File: config.mk
export PLATFORM = sky130hd
export DESIGN_NAME = uart_tx_ctrl
export DESIGN_NICKNAME = d
export VERILOG_FILES = /design/src/rtl/uart_pkg.sv /design/src/rtl/uart_tx_bit_timer.sv /design/src/rtl/uart_tx_ctrl.sv
export SDC_FILE = /design/constraint.sdc
export NUM_CORES = 1
export LEC_CHECK = 0
export CORE_MARGIN = 2
export CORE_UTILIZATION = 59
export CTS_CLUSTER_SIZE = 24
export DETAILED_ROUTE_END_ITERATION = 16
export GPL_TIMING_DRIVEN = 0
export PLACE_DENSITY_LB_ADDON = 0.05
export SLEW_MARGIN = 40
export SYNTH_ARGS = -nofsm -noshare
export SYNTH_HDL_FRONTEND = slang
export SYNTH_HIERARCHICAL = 1
export SYNTH_SLANG_ARGS = --single-unit
File: constraint.sdc
create_clock -name clk -period 7 [get_ports clk]
set_input_delay 1.4 -clock clk [delete_from_list [all_inputs] [get_ports clk]]
set_output_delay 1.4 -clock clk [all_outputs]
set_load 0.01 [all_outputs]
File: src/rtl/uart_pkg.sv
// Shared definitions for the UART transmit path: FSM states, parity
// selection constants and the serial idle level.
package uart_pkg;

  typedef enum logic [2:0] {
    IDLE,
    START,
    DATA,
    PARITY,
    STOP
  } tx_state_e;

  localparam logic PAR_EVEN   = 1'b0;
  localparam logic PAR_ODD    = 1'b1;
  localparam logic IDLE_LEVEL = 1'b1;

  // xor_red is the XOR-reduction of the data word.
  function automatic logic parity_bit(input logic xor_red, input logic par_typ);
    return (par_typ == PAR_ODD) ? ~xor_red : xor_red;
  endfunction

endpackage

File: src/rtl/uart_tx_bit_timer.sv
// Per-bit edge counter and data-bit index for the UART transmitter.
// bit_done marks the last clk of a bit; last_bit marks the final data bit.
module uart_tx_bit_timer
  import uart_pkg::*;
#(
  parameter int DATA_W = 8,
  parameter int PRE_W  = 6,
  parameter int BIT_W  = (DATA_W > 1) ? $clog2(DATA_W) : 1
) (
  input  logic             clk,
  input  logic             rst,
  input  logic             clr,
  input  logic             run,
  input  logic             bit_step,
  input  logic [PRE_W-1:0] prescale,
  output logic [BIT_W-1:0] bit_cnt,
  output logic             bit_done,
  output logic             last_bit
);

  logic [PRE_W-1:0] edge_cnt;

  assign bit_done = (edge_cnt == prescale - PRE_W'(1));
  assign last_bit = (bit_cnt == BIT_W'(DATA_W - 1));

  always_ff @(posedge clk) begin
    if (!rst) begin
      edge_cnt <= '0;
    end else if (clr) begin
      edge_cnt <= '0;
    end else if (run) begin
      edge_cnt <= bit_done ? '0 : edge_cnt + PRE_W'(1);
    end
  end

  // bit_cnt only advances at a bit boundary while data bits are shifting.
  always_ff @(posedge clk) begin
    if (!rst) begin
      bit_cnt <= '0;
    end else if (clr) begin
      bit_cnt <= '0;
    end else if (run && bit_step && bit_done) begin
      bit_cnt <= last_bit ? '0 : bit_cnt + BIT_W'(1);
    end
  end

endmodule

File: src/rtl/uart_tx_ctrl.sv
// UART transmit controller: valid/ready word intake, frame sequencing
// (start, LSB-first data, optional parity, stop) and registered TX_OUT.
module uart_tx_ctrl
  import uart_pkg::*;
#(
  parameter int DATA_W = 8,
  parameter int PRE_W  = 6
) (
  input  logic              clk,
  input  logic              rst,
  input  logic [DATA_W-1:0] P_DATA,
  input  logic              DATA_VALID,
  input  logic              PAR_EN,
  input  logic              PAR_TYP,
  input  logic [PRE_W-1:0]  Prescale,
  output logic              ready,
  output logic              busy,
  output logic              TX_OUT
);

  localparam int BIT_W = (DATA_W > 1) ? $clog2(DATA_W) : 1;

  tx_state_e         state, state_next;
  logic [DATA_W-1:0] data_q;
  logic              par_en_q;
  logic              par_typ_q;
  logic [PRE_W-1:0]  prescale_q;
  logic              tx_q, tx_next;
  logic              transfer;
  logic              parity;
  logic              bit_done, last_bit;
  logic [BIT_W-1:0]  bit_cnt, bit_idx;

  uart_tx_bit_timer #(
    .DATA_W (DATA_W),
    .PRE_W  (PRE_W)
  ) u_timer (
    .clk      (clk),
    .rst      (rst),
    .clr      (transfer),
    .run      (state != IDLE),
    .bit_step (state == DATA),
    .prescale (prescale_q),
    .bit_cnt  (bit_cnt),
    .bit_done (bit_done),
    .last_bit (last_bit)
  );

  assign ready    = (state == IDLE) || (state == STOP && bit_done);
  assign busy     = (state != IDLE);
  assign transfer = DATA_VALID && ready;
  assign parity   = parity_bit(^data_q, par_typ_q);
  assign TX_OUT   = tx_q;

  always_comb begin
    state_next = state;
    case (state)
      IDLE:    if (transfer) state_next = START;
      START:   if (bit_done) state_next = DATA;
      DATA:    if (bit_done && last_bit) state_next = par_en_q ? PARITY : STOP;
      PARITY:  if (bit_done) state_next = STOP;
      STOP:    if (bit_done) state_next = transfer ? START : IDLE;
      default: state_next = IDLE;
    endcase
  end

  // TX_OUT is registered, so select the data bit that will be on the line next cycle.
  always_comb begin
    bit_idx = bit_cnt;
    if (state != DATA) begin
      bit_idx = '0;
    end else if (bit_done && !last_bit) begin
      bit_idx = bit_cnt + BIT_W'(1);
    end
  end

  always_comb begin
    tx_next = IDLE_LEVEL;
    case (state_next)
      IDLE:    tx_next = IDLE_LEVEL;
      START:   tx_next = 1'b0;
      DATA:    tx_next = data_q[bit_idx];
      PARITY:  tx_next = parity;
      STOP:    tx_next = 1'b1;
      default: tx_next = IDLE_LEVEL;
    endcase
  end

  always_ff @(posedge clk) begin
    if (!rst) begin
      state      <= IDLE;
      tx_q       <= IDLE_LEVEL;
      data_q     <= '0;
      par_en_q   <= 1'b0;
      par_typ_q  <= PAR_EVEN;
      prescale_q <= '0;
    end else begin
      state <= state_next;
      tx_q  <= tx_next;
      if (transfer) begin
        data_q     <= P_DATA;
        par_en_q   <= PAR_EN;
        par_typ_q  <= PAR_TYP;
        prescale_q <= Prescale;
      end
    end
  end

endmodule

=== Word level (Yosys, flattened, before mapping) ===
Cells that the tools add are included.

* Bits in writable memories: 0
* Memories kept: 0
* ROM bits: 0
* Register bits: 29
* Bits in latches: 0
* Logic and storage cells: 52
* Input bits: 19

* Muxes and demuxes: 16
* Divide/modulo/power cells: 0
* $lt $le $gt $ge: 1
* Equality and inequality tests: 10
* Shift operators: 0
* Bitwise operators: 2
* Multiply operators: 0
* Add/sub/neg operators: 3
* Reductions and logical operators: 12

{| class="wikitable"
|+ Operators with widths
! cell !! number
|-
| $mux 3 || 9
|-
| $pmux 3 s5 || 1
|-
| $eq 3x2->1 const B || 4
|-
| $reduce_xor 8->1 || 1
|-
| $add 6x1->6 const B || 1
|-
| $eq 3x1->1 const B || 2
|-
| $eq 3x3->1 const B || 2
|-
| $eq 6x6->1 || 1
|-
| $logic_and 1x1->1 || 6
|-
| $mux 6 || 1
|-
| $sub 6x1->6 const B || 1
|-
| $lt 3x4->1 const B || 1
|-
| $add 3x1->3 const B || 1
|-
| $bmux 1 s3 || 1
|-
| $logic_not 3->1 || 1
|-
| $mux 1 || 3
|-
| $ne 3x2->1 const B || 1
|-
| $pmux 1 s3 || 1
|-
| $reduce_bool 3->1 || 1
|-
| $not 1->1 || 2
|-
| $reduce_or 2->1 || 1
|-
| $logic_not 1->1 || 1
|-
| $logic_or 1x1->1 || 1
|}

=== Longest topological paths before layout ===
* Depth in word-level cells: 10
* Mapped depth: 17
* Mapped depth without buffers: 15

=== By module ===
Netlist, hierarchy kept.

{| class="wikitable"
|+ By module, submodules not included
! module !! area each (µm²) !! times used !! cells each !! sequential area each (µm²)
|-
| uart_tx_ctrl || 1063.5 || 1 || 134 || 400.4
|-
| uart_tx_bit_timer || 643.1 || 1 || 75 || 180.2
|}

=== Least setup slack after synthesis ===
Ideal clock, no wire load.

* Path type: register to output
* Start: register prescale_q[0]
* End: output ready
* Cell stages (with the launch flop): 10
* Slack: 3557 ps
* Data arrival time: 2043 ps
* Cells stage by stage: dfxtp_1 -> inv_1 -> ha_1 -> nand2b_1 -> o211a_1 -> o31a_1 -> nor2_1 -> buf_6 -> nor2b_2 -> nor3_1

* Word-level cells in the longest chain between the ends: 4

{| class="wikitable"
|+ RTL lines
! element !! RTL line !! source
|-
| start: declaration || uart_tx_ctrl.sv:27 || <nowiki>logic [PRE_W-1:0] prescale_q;</nowiki>
|-
| start signal: assignment || uart_tx_ctrl.sv:104 || <nowiki>prescale_q <= Prescale;</nowiki>
|-
| $sub 6x1->6 || uart_tx_bit_timer.sv:23 || <nowiki>assign bit_done = (edge_cnt == prescale - PRE_W'(1));</nowiki>
|-
| $eq 6x6->1 || uart_tx_bit_timer.sv:23 ||
|-
| net bit_done || uart_tx_ctrl.sv:31 || <nowiki>logic bit_done, last_bit;</nowiki>
|-
| $logic_and 1x1->1 || uart_tx_ctrl.sv:49 || <nowiki>assign ready = (state == IDLE) || (state == STOP && bit_done);</nowiki>
|-
| $logic_or 1x1->1 || uart_tx_ctrl.sv:49 ||
|-
| end: declaration || uart_tx_ctrl.sv:16 || <nowiki>output logic ready,</nowiki>
|}

The timed path passes the listed nets, and every way through them passes these cells.

=== Final worst setup path ===
Ends and elaborated chain as after synthesis.

==> run summary <==
The run finished with clean final reports. The clock tree buffer depth is 2. The capture point of the worst reg-to-reg path is u_timer/edge_cnt[2].

The buffering stage count on the worst path with inverters included is 3. The wire length per cell came out at 13.4 microns. The tree built by TritonCTS fans out to 29 sinks. Walking the worst path, the cells encountered are inv_1, ha_1, nand2b_1, o211a_1, o31a_1, nor2_1, buf_6, nor2b_2, nor3_1, clkdlybuf4s50_1. When the netlist entered floorplanning its net count stood at 233. TritonCTS built the clock tree. The met3 track demand over resource came out at 0.0625.

The top-level I/O count came out at 22. The worst path in the final design needs a cycle of 4.53 ns, including I/O delays and setup. The clock share of power is 0.294. Setup repair after global routing left no endpoint under its margin. Buffers added to address setup during post-CTS repair amount to 0.

The number of failing setup endpoints in the final timing report came out at 0. The endpoint arrival time on the critical path is 3.13 ns. Counting flops with an async set or reset pin after synthesis yields a share of 0. The combinational power share came out at 0.179. The tree is rooted in a clkbuf_4. The critical path's largest stage delay came out at 0.58 ns.

The total area inside the core boundary comes to 0.00276 sq mm. The post-synthesis cell count is 209. Counting instances, the worst hold path has a depth of 2. The total negative slack for setup checks is 0 ns. The power density of the placed cells came out at 169 mW/mm^2.

For this run, the detailed router's first-pass iteration total came to 5. The switching part of the total is 0.291. Of the synthesized area, sequential elements account for 0.340. Counting the buffers created by CTS gives 5. Summed over all layers, the global routing overflow is 0.

The most instantiated flip-flop cell in the synthesis netlist is dfxtp_1. The H-tree generated during clock tree synthesis spans 2 levels. The path depth of the worst reg2reg path is 17.

In this run the remaining antenna-violating nets after routing total 0. For this block, the initial DRC count from the detailed router was 89. The first-pass GRT wire length came out at 6.33 mm. The final core area utilization came out at 0.729. The overall die area came out at 0.00334 sq mm. The met2 track demand over resource in global routing is 0.378. The later-pin clock latency in the skew report is 0.33 ns. The cell row count came out at 19. The routing usage on met1 came out at 0.328.

The slew at the pin closest to its max-slew limit is 0.494 ns. In this run the worst hold path is classified as reg -> reg. The width of the die is 57.8 microns. The most used routing layer in global routing is met2. The headroom to the max-slew limit is 0.670. The number of placed cells counting well taps is 261. Along the worst path, the maximum fanout reaches 10. The per-instance average area after synthesis is 8.17 sq um. The die extent in y is 57.8 microns. Gates resized during post-CTS repair numbered 0. The worst hold path begins at par_typ_q. The net switching power figure is 0.0991 mW.

Dividing the final minimum period by the clock period gives 0.647. The total placed instance area came out at 0.00196 sq mm. The count of max-cap constraint violations is 0. The total via count after detailed routing came out at 1637.

The post-detailed-route via-to-cell ratio is 6.09. The kind of cell adding the most delay to the critical path is buffers and inverters. The routability congestion estimate from global placement is 0.874. The endpoint required time on the critical path is 5.60 ns. The worst setup path is launched from a flip-flop.

After detailed routing, the number of remaining DRC violations is 0. The worst supply voltage drop on vdd is 0.000167 V. The count of flip-flops with a built-in enable after synthesis came out at 0. The HPWL after detailed placement is 2.74 mm. The number of antenna violations at the first check in global routing came to 0. By startpoint and endpoint, the worst setup path is classified as reg -> out. The initial core utilization came out at 0.619. Based on the critical path, the design can be clocked at up to 0.221 GHz. After synthesis the cells add up to 0.00171 sq mm. After routing the design area is 0.00201 sq mm. The number of input and output port buffers inserted came out at 21. The critical path capture point type is an output port. The final hold violation count came to 0.

Entering global routing, the biggest net connects 12 pins. The ratio of cells with drive above 1 in the final layout is 0.0798. The via count of the first global-routing pass came out at 1437. The total global routing track utilization is 0.243. On the critical path, the stage with the largest delay is an instance of clkdlybuf4s50_1.

The static leakage is 0.757 nW. The worst hold endpoint is par_typ_q. The net count of the finished layout came out at 261. The max-slew violation count came out at 0. Cell internal power was estimated by the tool at 0.242 mW. The count of distinct cell types in the synthesized netlist is 49.

The number of buffers inserted by hold repair at cts is 0. The clock transition at the registers of the reported paths came out at 0.10 ns. In this run the critical register-to-register path is launched from prescale_q[0]. The repair_antennas step left the layout with diodes totalling 0. The portion of total power attributed to sequential cells came out at 0.526. The finished layout holds 269 standard cells, fillers aside. For the final database, setup skew stands at 0.00376 ns. The number of flip-flops and latches in the synthesized netlist came out at 29.

The reg-to-reg setup timing slack came out at 3.30 ns. The total wirelength of the detailed-routed design is 3.62 mm. The number of warnings issued by yosys is 6. The relative area change from synthesis to final layout came out at 17.8%.
worst min-delay path, cell delays in order (launching register included):
cell and delay (ns):
dfxtp_1 0.33, nand2_1 0.05, a21oi_1 0.05
metrics by stage:
step           worst slack [ns]  total power, mW  hold slack (ns)
2_1_floorplan              3.56            0.221            0.450
3_3_place_gp               2.90            0.242            0.463
3_5_place_dp               2.86            0.244            0.464
4_1_cts                    2.48            0.343            0.478
5_1_grt                    2.23            0.358            0.516
6_report                   2.47            0.341            0.474
Yosys cell counts, drive strengths merged (3+ instances only):
library cell	instances	share of area
nor3	3	0.0088
nor2b	3	0.012
nand2	36	0.079
nand3	7	0.021
a21oi	26	0.076
xnor2	9	0.051
nand3b	5	0.022
dfxtp	29	0.34
nand2b	5	0.023
xor2	6	0.031
o21ai	13	0.038
ha	5	0.037
inv	5	0.011
buf	5	0.026
o31a	3	0.015
nor2	9	0.020
a211oi	3	0.013
a31oi	3	0.011
power groups by stage:
stage / Clock (mW) / Combinational [mW] / Sequential, mW
CTS: 0.102 / 0.0611 / 0.179
finish: 0.100 / 0.0612 / 0.179
detailed placement: 0 / 0.0608 / 0.183
floorplan: 0 / 0.0398 / 0.181
global route: 0.109 / 0.0676 / 0.181
global placement: 0 / 0.0591 / 0.183
cells by family (layout without fill, tap and decap cells):
kind of cell	Yosys count	after routing	share of synthesized area
AO/OA/AOI/OAI	58	58	0.205
XOR/XNOR	16	16	0.0946
adder cells (fa/ha/maj)	5	5	0.0367
buffers and inverters	14	43	0.0455
flip-flops	29	29	0.340
multiplexers	2	2	0.0117
AND/OR/NAND/NOR	85	85	0.267
flip-flops by register name, summed over array words and instances (netlist names):
signal / flops
par_typ_q: 1
TX_OUT: 1
prescale_q: 6
par_en_q: 1
data_q: 8
u_timer/bit_cnt: 3
u_timer/edge_cnt: 6
state: 3
worst max-delay path by stage:
| stage | startpoint | to | slack (ns) | cells past startpoint |
|---|---|---|---|---|
| 6_report | prescale_q[0] | ready | 2.47 | 10 |
| 4_1_cts | prescale_q[0] | ready | 2.48 | 10 |
| 3_3_place_gp | prescale_q[0] | ready | 2.90 | 10 |
| 3_5_place_dp | prescale_q[0] | ready | 2.86 | 10 |
| 5_1_grt | prescale_q[0] | ready | 2.23 | 10 |
| 2_1_floorplan | prescale_q[0] | ready | 3.56 | 9 |
layout by cell type (no fill, tap or decap), drive strengths merged, types with 3 or more instances in the layout:
master and instances:
a21oi 26, clkinv 4, xnor2 9, a31oi 3
nand3 7, nand3b 5, nor2 9, nor2b 3
ha 5, xor2 6, buf 5, a211oi 3
inv 5, nor3 3, o31a 3, clkbuf 7
o21ai 13, nand2b 5, dfxtp 29, nand2 36
clkdlybuf4s50 21
area by class of cell:
type / instances / area (sq um)
plain buffers: 7 / 51.3
clock buffers: 5 / 37.5
clock inverters: 3 / 17.5
fillers: 228 / 747
inverters: 7 / 26.3
multi-input cells: 166 / 1050
flip-flops and latches: 29 / 581
well taps: 31 / 38.8
repair buffers: 21 / 210
layer usage:
metal,wire length [microns],part of all wire
met3,257,0.071
met1,1620,0.45
met5,0,0
met4,63,0.017
met2,1670,0.46
Note: power is estimated with default switching activity, not from simulation.
